File: src/rtl/vga_layer_compositor.sv
// VGA timing generator plus an N-layer priority compositor. Syncs and video_on are
// delayed to match the layer pipeline, and layers can blink on a frame-count basis.
module vga_layer_compositor #(
  parameter int COLOR_W      = 4,
  parameter int N_LAYERS     = 3,
  parameter int TICK_DIV     = 4,
  parameter int H_VISIBLE    = 640,
  parameter int H_FP         = 16,
  parameter int H_SYNC       = 96,
  parameter int H_BP         = 48,
  parameter int V_VISIBLE    = 480,
  parameter int V_FP         = 10,
  parameter int V_SYNC       = 2,
  parameter int V_BP         = 33,
  parameter int LAYER_LAT    = 2,
  parameter int BLINK_FRAMES = 30
) (
  input  logic                            clk_i,
  input  logic                            rst_ni,
  input  logic [N_LAYERS-1:0]             layer_on_i,
  input  logic [N_LAYERS*3*COLOR_W-1:0]   layer_rgb_i,
  input  logic [N_LAYERS-1:0]             layer_blink_en_i,
  input  logic [3*COLOR_W-1:0]            bg_rgb_i,
  output logic [9:0]                      pixel_x_o,
  output logic [9:0]                      pixel_y_o,
  output logic                            pixel_tick_o,
  output logic                            video_on_o,
  output logic                            frame_start_o,
  output logic                            blink_phase_o,
  output logic                            hsync_o,
  output logic                            vsync_o,
  output logic [3*COLOR_W-1:0]            rgb_o
);
  localparam int RGB_W   = 3*COLOR_W;
  localparam int H_TOTAL = H_VISIBLE + H_FP + H_SYNC + H_BP;
  localparam int V_TOTAL = V_VISIBLE + V_FP + V_SYNC + V_BP;
  localparam int DIV_W   = (TICK_DIV > 1) ? $clog2(TICK_DIV) : 1;
  localparam int FC_W    = (BLINK_FRAMES > 1) ? $clog2(BLINK_FRAMES) : 1;

  localparam logic [DIV_W-1:0] DIV_LAST = DIV_W'(TICK_DIV - 1);
  localparam logic [FC_W-1:0]  FC_LAST  = FC_W'(BLINK_FRAMES - 1);
  localparam logic [9:0] H_LAST = 10'(H_TOTAL - 1);
  localparam logic [9:0] V_LAST = 10'(V_TOTAL - 1);
  localparam logic [9:0] H_VIS  = 10'(H_VISIBLE);
  localparam logic [9:0] V_VIS  = 10'(V_VISIBLE);
  localparam logic [9:0] HS_BEG = 10'(H_VISIBLE + H_FP);
  localparam logic [9:0] HS_END = 10'(H_VISIBLE + H_FP + H_SYNC);
  localparam logic [9:0] VS_BEG = 10'(V_VISIBLE + V_FP);
  localparam logic [9:0] VS_END = 10'(V_VISIBLE + V_FP + V_SYNC);

  logic [DIV_W-1:0]    div_q, div_d;
  logic [9:0]          h_q, h_d, v_q, v_d;
  logic [FC_W-1:0]     fcnt_q, fcnt_d;
  logic                blink_q, blink_d;
  logic                hsync_q, vsync_q;
  logic [RGB_W-1:0]    rgb_q, rgb_d, win_rgb;
  logic [N_LAYERS-1:0] eff_on;
  logic                tick, frame_start;
  logic                hs_raw, vs_raw, von_raw;
  logic [2:0]          raw, aligned;   // {hsync, vsync, video_on}

  assign tick        = (div_q == DIV_LAST);
  assign frame_start = tick && (h_q == H_LAST) && (v_q == V_LAST);
  assign hs_raw      = !((h_q >= HS_BEG) && (h_q < HS_END));
  assign vs_raw      = !((v_q >= VS_BEG) && (v_q < VS_END));
  assign von_raw     = (h_q < H_VIS) && (v_q < V_VIS);
  assign raw         = {hs_raw, vs_raw, von_raw};

  always_comb begin
    div_d  = tick ? '0 : div_q + 1'b1;
    h_d    = h_q;
    v_d    = v_q;
    fcnt_d = fcnt_q;
    blink_d = blink_q;
    if (tick) begin
      if (h_q == H_LAST) begin
        h_d = '0;
        v_d = (v_q == V_LAST) ? '0 : v_q + 10'd1;
      end else begin
        h_d = h_q + 10'd1;
      end
    end
    // Phase flips on the wrap tick, so it is stable across the whole next frame.
    if (frame_start) begin
      if (fcnt_q == FC_LAST) begin
        fcnt_d  = '0;
        blink_d = ~blink_q;
      end else begin
        fcnt_d = fcnt_q + 1'b1;
      end
    end
  end

  if (LAYER_LAT == 0) begin : g_no_dly
    assign aligned = raw;
  end else begin : g_dly
    logic [2:0] dly_q [LAYER_LAT];
    always_ff @(posedge clk_i or negedge rst_ni) begin
      if (!rst_ni) begin
        for (int i = 0; i < LAYER_LAT; i++) dly_q[i] <= 3'b110;
      end else if (tick) begin
        dly_q[0] <= raw;
        for (int i = 1; i < LAYER_LAT; i++) dly_q[i] <= dly_q[i-1];
      end
    end
    assign aligned = dly_q[LAYER_LAT-1];
  end

  // Scan from lowest priority upward so the lowest active index wins.
  always_comb begin
    eff_on  = layer_on_i & ~(layer_blink_en_i & {N_LAYERS{blink_q}});
    win_rgb = bg_rgb_i;
    for (int i = N_LAYERS-1; i >= 0; i--) begin
      if (eff_on[i]) win_rgb = layer_rgb_i[i*RGB_W +: RGB_W];
    end
    rgb_d = aligned[0] ? win_rgb : '0;
  end

  always_ff @(posedge clk_i or negedge rst_ni) begin
    if (!rst_ni) begin
      div_q   <= '0;
      h_q     <= '0;
      v_q     <= '0;
      fcnt_q  <= '0;
      blink_q <= 1'b0;
      hsync_q <= 1'b1;
      vsync_q <= 1'b1;
      rgb_q   <= '0;
    end else begin
      div_q   <= div_d;
      h_q     <= h_d;
      v_q     <= v_d;
      fcnt_q  <= fcnt_d;
      blink_q <= blink_d;
      if (tick) begin
        hsync_q <= aligned[2];
        vsync_q <= aligned[1];
        rgb_q   <= rgb_d;
      end
    end
  end

  assign pixel_x_o     = h_q;
  assign pixel_y_o     = v_q;
  assign pixel_tick_o  = tick;
  assign video_on_o    = von_raw;
  assign frame_start_o = frame_start;
  assign blink_phase_o = blink_q;
  assign hsync_o       = hsync_q;
  assign vsync_o       = vsync_q;
  assign rgb_o         = rgb_q;
endmodule

File: config.mk
export PLATFORM = sky130hd
export DESIGN_NAME = vga_layer_compositor
export DESIGN_NICKNAME = d
export VERILOG_FILES = /design/src/rtl/vga_layer_compositor.sv
export SDC_FILE = /design/constraint.sdc
export NUM_CORES = 1
export LEC_CHECK = 0
export ABC_CLOCK_PERIOD_IN_PS = 2400
export BUFFER_PORTS_ARGS = -buffer_cell sky130_fd_sc_hd__buf_2
export CORE_AREA = 3 3 86 88
export CTS_CLUSTER_SIZE = 14
export DETAILED_ROUTE_END_ITERATION = 8
export DIE_AREA = 0 0 89 91
export HOLD_SLACK_MARGIN = 0.05
export SYNTH_ARGS = -nofsm -noshare
export SYNTH_HDL_FRONTEND = slang
export SYNTH_SLANG_ARGS = --single-unit
File: constraint.sdc
create_clock -name clk_i -period 2.4 [get_ports clk_i]
set_input_delay 0.12 -clock clk_i [delete_from_list [all_inputs] [get_ports clk_i]]
set_output_delay 0.12 -clock clk_i [all_outputs]
set_load 0.05 [all_outputs]
======== Word level (Yosys, flattened, before mapping) ========
Index checks and enable logic that the tools add are counted.
word-level totals
  register bits after elaboration ......... 48
  input port bits ......................... 56
  output and inout port bits .............. 38
  logic and storage cells ................. 45
cells by class
  $add $sub $neg .......................... 4
  order comparisons ....................... 6
  equal/unequal tests ..................... 4
  mux-type cells .......................... 8
  bitwise gates (word level) .............. 4
  reduce and logical (&&, ||, !) cells .... 9
operators with widths
  cell                                                                count
  2-to-1 mux 12 bit                                                   4
  adder 10 x 1 -> 10 bit, second input constant                       2
  == test 10 bit, second input constant                               2
  less-than comparator 10 bit, second input constant                  2
  less-than comparator 10 x 9 -> 1 bit, second input constant         2
  2-to-1 mux 10 bit                                                   2
  greater-or-equal comparator 10 bit, second input constant           1
  greater-or-equal comparator 10 x 9 -> 1 bit, second input constant  1
  AND 3 bit                                                           2
  adder 5 x 1 -> 5 bit, second input constant                         1
  == test 5 bit, second input constant                                1
  logical AND 1 bit                                                   5
  2-to-1 mux 5 bit                                                    1
  AND reduction 2 bit                                                 2
  inverter 3 bit                                                      1
  adder 2 x 1 -> 2 bit, second input constant                         1
  == test 2 bit, second input constant                                1
  zero test 1 bit                                                     2
  2-to-1 mux 2 bit                                                    1
  inverter 1 bit                                                      1

======== Longest topological paths before layout ========
Gate-level depths: netlist of the first run.
  word-level depth ........................ 7
  gate-level depth with buffers ........... 6
  mapped depth without buffers ............ 6

======== Worst setup path after synthesis of the first run ========
No wires, ideal clock.
  path type ............................... register to register
  start point ............................. register div_q[0]
  end point ............................... register v_q[8] (netlist: pixel_y_o[8])
  data arrival time ....................... 2.000 ns
  setup slack ............................. 0.259 ns
  stages on the path, launching flop included .. 6
  path buffers ............................ 0
  path through ............................ dfrtp_1 ha_1 and2_1 nand4_2 or4_4 xnor2_2
on the way
  cells in the longest elaborated chain, start to end .. 2
RTL lines
  item                                  line  text
  start, declared                       51    logic [DIV_W-1:0] div_q, div_d;
  start signal, assigned                130   div_q <= div_d;
  == test 2 bit                         62    assign tick = (div_q == DIV_LAST);
  named net pixel_tick_o                26    output logic pixel_tick_o,
  AND reduction 2 bit (no source line)  n/a
  end signal, assigned                  132   v_q <= v_d;
  end, declared                         52    logic [9:0] h_q, h_d, v_q, v_d;
The timed path passes the listed nets, and every way through them passes these cells.
A chain may end at the register's enable or synchronous reset.

======== Final worst setup path of the first run ========
  start point ............................. register h_q[0] (netlist: pixel_x_o[0])
  end point ............................... output port frame_start_o
on the way
  cells in the longest elaborated chain, start to end .. 3
RTL lines
  item                             line  text
  start, declared                  52
  start signal, assigned           122   h_q <= '0;
  start signal, assigned           131   h_q <= h_d;
  == test 10 bit                   63    assign frame_start = tick && (h_q == H_LAST) && (v_q == V_LAST);
  logical AND 1 bit (2 in series)  63
  end, declared                    28    output logic frame_start_o,
No other way between the ends.

==> run metrics, run 1 <==
critical path's slowest cell dfrtp_1; layout cells sized above 1 0.3444; yosys warns 0; Arr. time, crit path 2010 ps; Synth Area in Simple Gates 0.1848; Final Hold Fails 0; Synth top cells by count dfrtp_1 (42), nand2_1 (27), nor2_1 (22), o21ai_0 (22), a31oi_1 (15); final hold slack 70.15 ps; area share of the largest cell type after synthesis 0.4002; TritonCTS clock tree yes; Worst Hold Class in2reg; DRC viols 0; H-tree depth 2; unrepaired setup endpoints after global routing false; kind of critical path reg2out; row cnt 30; FMAX 468.9 MHz; clk root buf clkbuf_8; multiplexer share of the synthesized area 0.07146; XOR/XNOR share of the synthesized area 0.03954; final instance area 0.003288 sq mm; async set or reset register ratio after synthesis 1.000; clock buffer depth 2; Synth Area in Compound Gates 0.1729; Mapped Avg Cell Area 9.836 sq um; Final Cycle Share 0.8886; total gr overflow 0; initial core utilization 0.3909; P_leak 1.633 nW; First-pass DRT Iterations 4; clk sink count 48; post-synth cell types 46; max_cap viols 0; CP max stage delay 430 ps; ys flop type dfrtp_1; first-pass GRT wire length 10.03 mm; EDFF count, synth 0; drt wl/cell 14.51 um; Slew Limit Headroom 0.5813; initial antenna violation count 0; met2 Track Usage GR 0.2444; Area contributors post-synth dfrtp_1 (40%), dfstp_2 (6.0%), mux2i_1 (4.6%); status finished, final reports clean; met1 usage 0.2116; area grow syn2layout 25.20%; largest family of logic cells by synthesized area simple AND/OR/NAND/NOR gates; Vias/cell 5.255; final core occ 0.4894; type of origin of the critical path register; GPL Wtd Cong 0.8069; Skew-Pair Late Insertion Delay 300 ps; sum of negative setup slack 0 ps; Max VDD drop 0.2047 mV; count leader, synth dfrtp_1; Final setup viols 0; # port buffers 93; CTS Buf Count 5; post-place instance area 0.003169 sq mm; Top Usage Layer GRT met2; IO Pins 94; Post-Synth Adder-Cell Area 0.03811; Worst Tran Pin Value 628.0 ps; Max Fanout on Critical Path 10; Worst Skew 5.226 ps; final layout net count 423; Fillers 661; Final Critical Period 2133 ps; Die Y 91 um; Die ar. 0.008099 sq mm; final wirelength 6.386 mm; sequential area share after synthesis 0.4602; Slew Viols, Final 0; clk slew on worst S/H paths 90 ps; DP Wirelength 4.742 mm; crit end category output port; Post-Syn Instances 267; Power Dens Cells 495.8 mW/mm^2; Final Power 0.001630 W; Vias 2,312; critical-path cell list ha_1, and2_1, and4_2, nand2_1, inv_1, buf_2; final antenna diode count 0; core area 0.006719 sq mm; synthesized area 0.002626 sq mm; synthesized flop and latch total 48; syn nets 331; GR Layer Usage met3 0.03721; Initial DRC Count 81; largest net degree at the start of global routing 44; GRT Total Usage 0.1542; postcts setup bufs 0; vias in the first global route 2,116; Worst EP required 2280 ps; post-synth top area cell dfrtp_1; antenna viol nets, final 0; die span in x 89 um
-- sequential cells by signal, indices dropped and copies added (netlist names) --
| name | cells |
|---|---|
| div_q | 2 |
| vsync_o | 1 |
| pixel_x_o | 10 |
| rgb_o | 12 |
| blink_phase_o | 1 |
| g_dly.dly_q | 3 |
| hsync_o | 1 |
| pixel_y_o | 10 |
| aligned | 3 |
| fcnt_q | 5 |
-- layout by cell type (no fill, tap or decap), types with 2 or more instances in the layout --
cell type  synthesis  final
nand3_1           10     10
xnor2_1            4      4
o21ai_0           22     22
nand2_1           27     27
a21boi_1           2      2
nor2_1            22     22
mux2i_1           12     12
and3_1             5      5
o22ai_1            2      2
and2_1             3      3
dfstp_2            6      6
inv_1              7      7
nor3_1             6      6
buf_2              3     93
clkbuf_8           0      5
mux2_2             6      6
nand4_1            4      4
o31ai_1            7      7
ha_1               8      8
a31oi_1           15     15
a211o_1           12     12
nor4_1             2      2
buf_4              1      5
nand2b_1           3      3
dfrtp_1           42     42
xor2_1             6      6
-- per-layer routing --
metal	vias to the layer above	share of wire	routed length, um
li1	1155	-	-
met1	1070	0.46	2930
met2	83	0.46	2912
met3	4	0.076	485
met4	0	0.0089	57
met5	-	0	0
-- worst max-delay path, delay by kind of cell, from the launching register on --
family / cells / cell delay [ps]
buf+inv: 2 / 320
flops: 1 / 430
simple gates: 3 / 770
fa+ha+maj: 1 / 180
-- cell type report --
cell class	instances	area, sq um	share of cell area
multi-input combinational	198	1333	0.4053
sequential	48	1209	0.3676
timing repair buffer	99	513.0	0.1560
tap	80	100.1	0.03044
clock buffer	6	72.57	0.02207
clock inverter	2	35.03	0.01065
inverter	7	26.28	0.007991
-- repair_timing --
| action | 4_1_cts | 5_1_grt |
|---|---|---|
| gates resized for setup | 0 | 1 |
| hold buffers | 1 | 0 |
| setup endpoints to repair | 0 | 1 |
| endpoints found under the hold margin | 13 | 0 |
-- where the power goes --
group          switching (W)  total [W]  internal [W]  leakage (nW)
Combinational       0.000144   0.000225     0.0000819         0.978
Sequential        0.00000820   0.000835      0.000827         0.600
Clock               0.000261   0.000570      0.000309        0.0552
Total               0.000412    0.00163       0.00122          1.63
-- worst paths after layout --
check	from	to	slack [ps]	depth (start not counted)
setup / recovery	pixel_x_o[0]$_DFFE_PN0N_	frame_start_o	270	6
hold / removal	layer_rgb_i[7]	rgb_o[7]$_DFFE_PN0N_	70	3
setup reg to reg	pixel_y_o[0]$_DFFE_PN0N_	fcnt_q[4]$_DFFE_PN0P_	420	6
hold reg to reg	div_q[0]$_DFF_PN0_	div_q[0]$_DFF_PN0_	440	1
max in group asynchronous	rst_ni	g_dly.dly_q[4]$_DFFE_PN1N_	1400	3
min in group asynchronous	rst_ni	rgb_o[11]$_DFFE_PN0N_	240	2
-- stage by stage --
stage | setup slack (ps) | std cells
floorplan | 259.0 | 267
global placement | 512.6 | 431
detailed placement | 435.3 | 431
CTS | 127.5 | 440
global route | 105.2 | 440
finish | 267.3 | 440
-- cell families after synthesis --
| logic type | after synthesis |
|---|---|
| AOI/OAI and AO/OA | 68 |
| xor gates and xnor gates | 11 |
| adders and majority gates | 8 |
| buffers and inverters | 21 |
| DFF | 48 |
| muxes | 18 |
| and+or+nand+nor | 93 |
Power figures use the tool's default switching activity.
==> inputs of run 2 (changes only) <==
Settings changed: ABC_CLOCK_PERIOD_IN_PS 2400 to 2600.
Clock period 2.4 ns to 2.6 ns, I/O delays scaled along.
==> run metrics, run 2 (same netlist as run 1, synthesis figures left out) <==
status finished, final reports clean; die span in x 89 um (unchanged); max_cap viols 0 (unchanged); Sw Ratio 0.2802 (+0.02724); row cnt 30 (unchanged); vias in the first global route 2,229 (+5.3%); final antenna diode count 0 (unchanged); type of origin of the critical path register; Clk pwr share 0.315 (-0.035); Final Critical Period 2266 ps; DRC viols 0 (unchanged); internal power 0.001025 W (-16%); Max Fanout on Critical Path 10 (unchanged); FF-to-FF Start pixel_y_o[0]$_DFFE_PN0N_; Initial DRC Count 104 (+28%); hold_buf cts 0 (-1); CP max stage delay 450 ps (+20 ps); Worst EP required 2470 ps (+190 ps); TritonCTS clock tree yes; largest net degree at the start of global routing 49 (+11%); number of flip-flops under the largest register name 12 (unchanged); switching power total 0.0003991 W (-3.3%); Skew-Pair Late Insertion Delay 310 ps (about the same); Die ar. 0.008099 sq mm (unchanged); clk sink count 48 (unchanged); layout cells sized above 1 0.3436 (-0.0008690); most frequent cells in the layout buf_2 (93), dfrtp_1 (42), nand2_1 (27), nor2_1 (22), o21ai_0 (22); Final Cycle Share 0.8717; CTS Buf Count 5 (unchanged); Final Hold Fails 0 (unchanged); IO Pins 94 (unchanged); Worst Setup SP pixel_x_o[0]$_DFFE_PN0N_; Resize count post-CTS 0 (unchanged); clock buffer depth 2 (unchanged); total gr overflow 0 (unchanged); Vias 2,295 (-0.74%); First-pass DRT Iterations 4 (unchanged); critical-path cell list ha_1, and2_1, and4_1, nand2_1, inv_1, buf_2; P_leak 1.617 nW (-1.0%); clk root buf clkbuf_8; Worst Skew 11.63 ps (+6.403 ps); unrepaired setup endpoints after global routing false; Vias/cell 5.240 (-0.28%); worst path bufs/invs 2 (unchanged); cell family with most CP delay simple AND/OR/NAND/NOR gates; Arr. time, crit path 2140 ps (+130 ps); core area 0.006719 sq mm (unchanged); initial antenna violation count 0 (unchanged); kind of critical path reg2out; initial core utilization 0.3909 (unchanged); Power Dens Cells 438.2 mW/mm^2 (-12%); drt wl/cell 14.50 um (-0.13%); postcts setup bufs 0 (unchanged); commonest non-fill, non-tap cell in the layout buf_2; Worst Tran Pin Value 1053 ps (+424.5 ps); Final setup viols 0 (unchanged); critical path's slowest cell and4_1; DP Wirelength 4.649 mm (-2.0%); final layout net count 421 (-0.47%); GPL Wtd Cong 0.7798 (-3.4%); Max VDD drop 0.2324 mV (+13%); Slew Viols, Final 0 (unchanged); GRT Total Usage 0.1563 (+0.002066); first-pass GRT wire length 10.22 mm (+1.9%); final instance area 0.003249 sq mm (-1.2%); Worst Hold Class in2async; Seq pwr share 0.541 (+0.029); crit end category output port; clk slew on worst S/H paths 100 ps (about the same); FMAX 441.3 MHz; Slew Limit Headroom 0.2983 (-0.2830); antenna viol nets, final 0 (unchanged); sum of negative setup slack 0 ps (unchanged); final wirelength 6.349 mm (-0.58%); post-place instance area 0.003162 sq mm (-0.24%); Comb power frac 0.144 (+0.006); Fillers 651 (-1.5%); Die Y 91 um (unchanged); area grow syn2layout 23.73%; # port buffers 93 (unchanged); H-tree depth 2 (unchanged)
==> run 2: changes by cell type in the layout (fill, tap and decap cells not counted), sizes merged <==
| cell | before | now |
|---|---|---|
| clkinv | 1 | 3 |
| buf | 98 | 97 |
| bufinv | 1 | 0 |
| clkbuf | 6 | 5 |
| dlygate4sd3 | 1 | 0 |
==> run 2: worst paths after layout <==
kind / slack (ps) / to / depth (start not counted)
worst max-delay path: 330 / frame_start_o / 6
worst min-delay path: 5 / pixel_x_o[4]$_DFFE_PN0N_ / 1
worst max register to register: 630 / fcnt_q[4]$_DFFE_PN0P_ / 6
worst min register to register: 450 / div_q[0]$_DFF_PN0_ / 1
max in group asynchronous: 1940 / pixel_y_o[2]$_DFFE_PN0N_ / 1
min in group clk_i: 80 / rgb_o[0]$_DFFE_PN0N_ / 3
==> run 2: area by class of cell <==
| class | instances | area, sq um | area share |
|---|---|---|---|
| clock buffer | 5 | 68.82 | 0.02118 |
| inverter | 7 | 26.28 | 0.008086 |
| multi-input combinational | 198 | 1331 | 0.4097 |
| clock inverter | 3 | 18.77 | 0.005776 |
| tap | 80 | 100.1 | 0.03080 |
| sequential | 48 | 1209 | 0.3720 |
| timing repair buffer | 97 | 495.5 | 0.1525 |
==> run 2: through the flow <==
stage / instances / total power, W / utilization / hold WS (ps) / setup WS, ps
after floorplan: 267 / 0.0009065 / - / -165.6 / 459.0
after global placement: 430 / 0.0009915 / 0.4706 / 393.1 / 706.8
after detailed placement: 430 / 0.0009931 / 0.4706 / 392.6 / 632.1
after CTS: 438 / 0.001442 / 0.4836 / 53.20 / 289.9
after global routing: 438 / 0.001495 / 0.4836 / 74.16 / 101.6
final: 438 / 0.001424 / 0.4836 / 5.253 / 333.7
==> run 2: power groups by stage <==
stage               registers [W]  clock network, W  logic [W]
floorplan                0.000846                 0  0.0000607
global placement         0.000784                 0   0.000207
detailed placement       0.000785                 0   0.000208
CTS                      0.000770          0.000463   0.000209
global route             0.000772          0.000498   0.000225
finish                   0.000770          0.000448   0.000206
==> run 2: per-layer routing <==
| layer | global-route usage | share of wire | vias to the layer above |
|---|---|---|---|
| met5 | 0 | 0 | - |
| met3 | 0.03721 | 0.072 | 5 |
| met4 | 0.04467 | 0.011 | 0 |
| met2 | 0.2593 | 0.46 | 74 |
| met1 | 0.2008 | 0.46 | 1069 |
| li1 | - | - | 1147 |
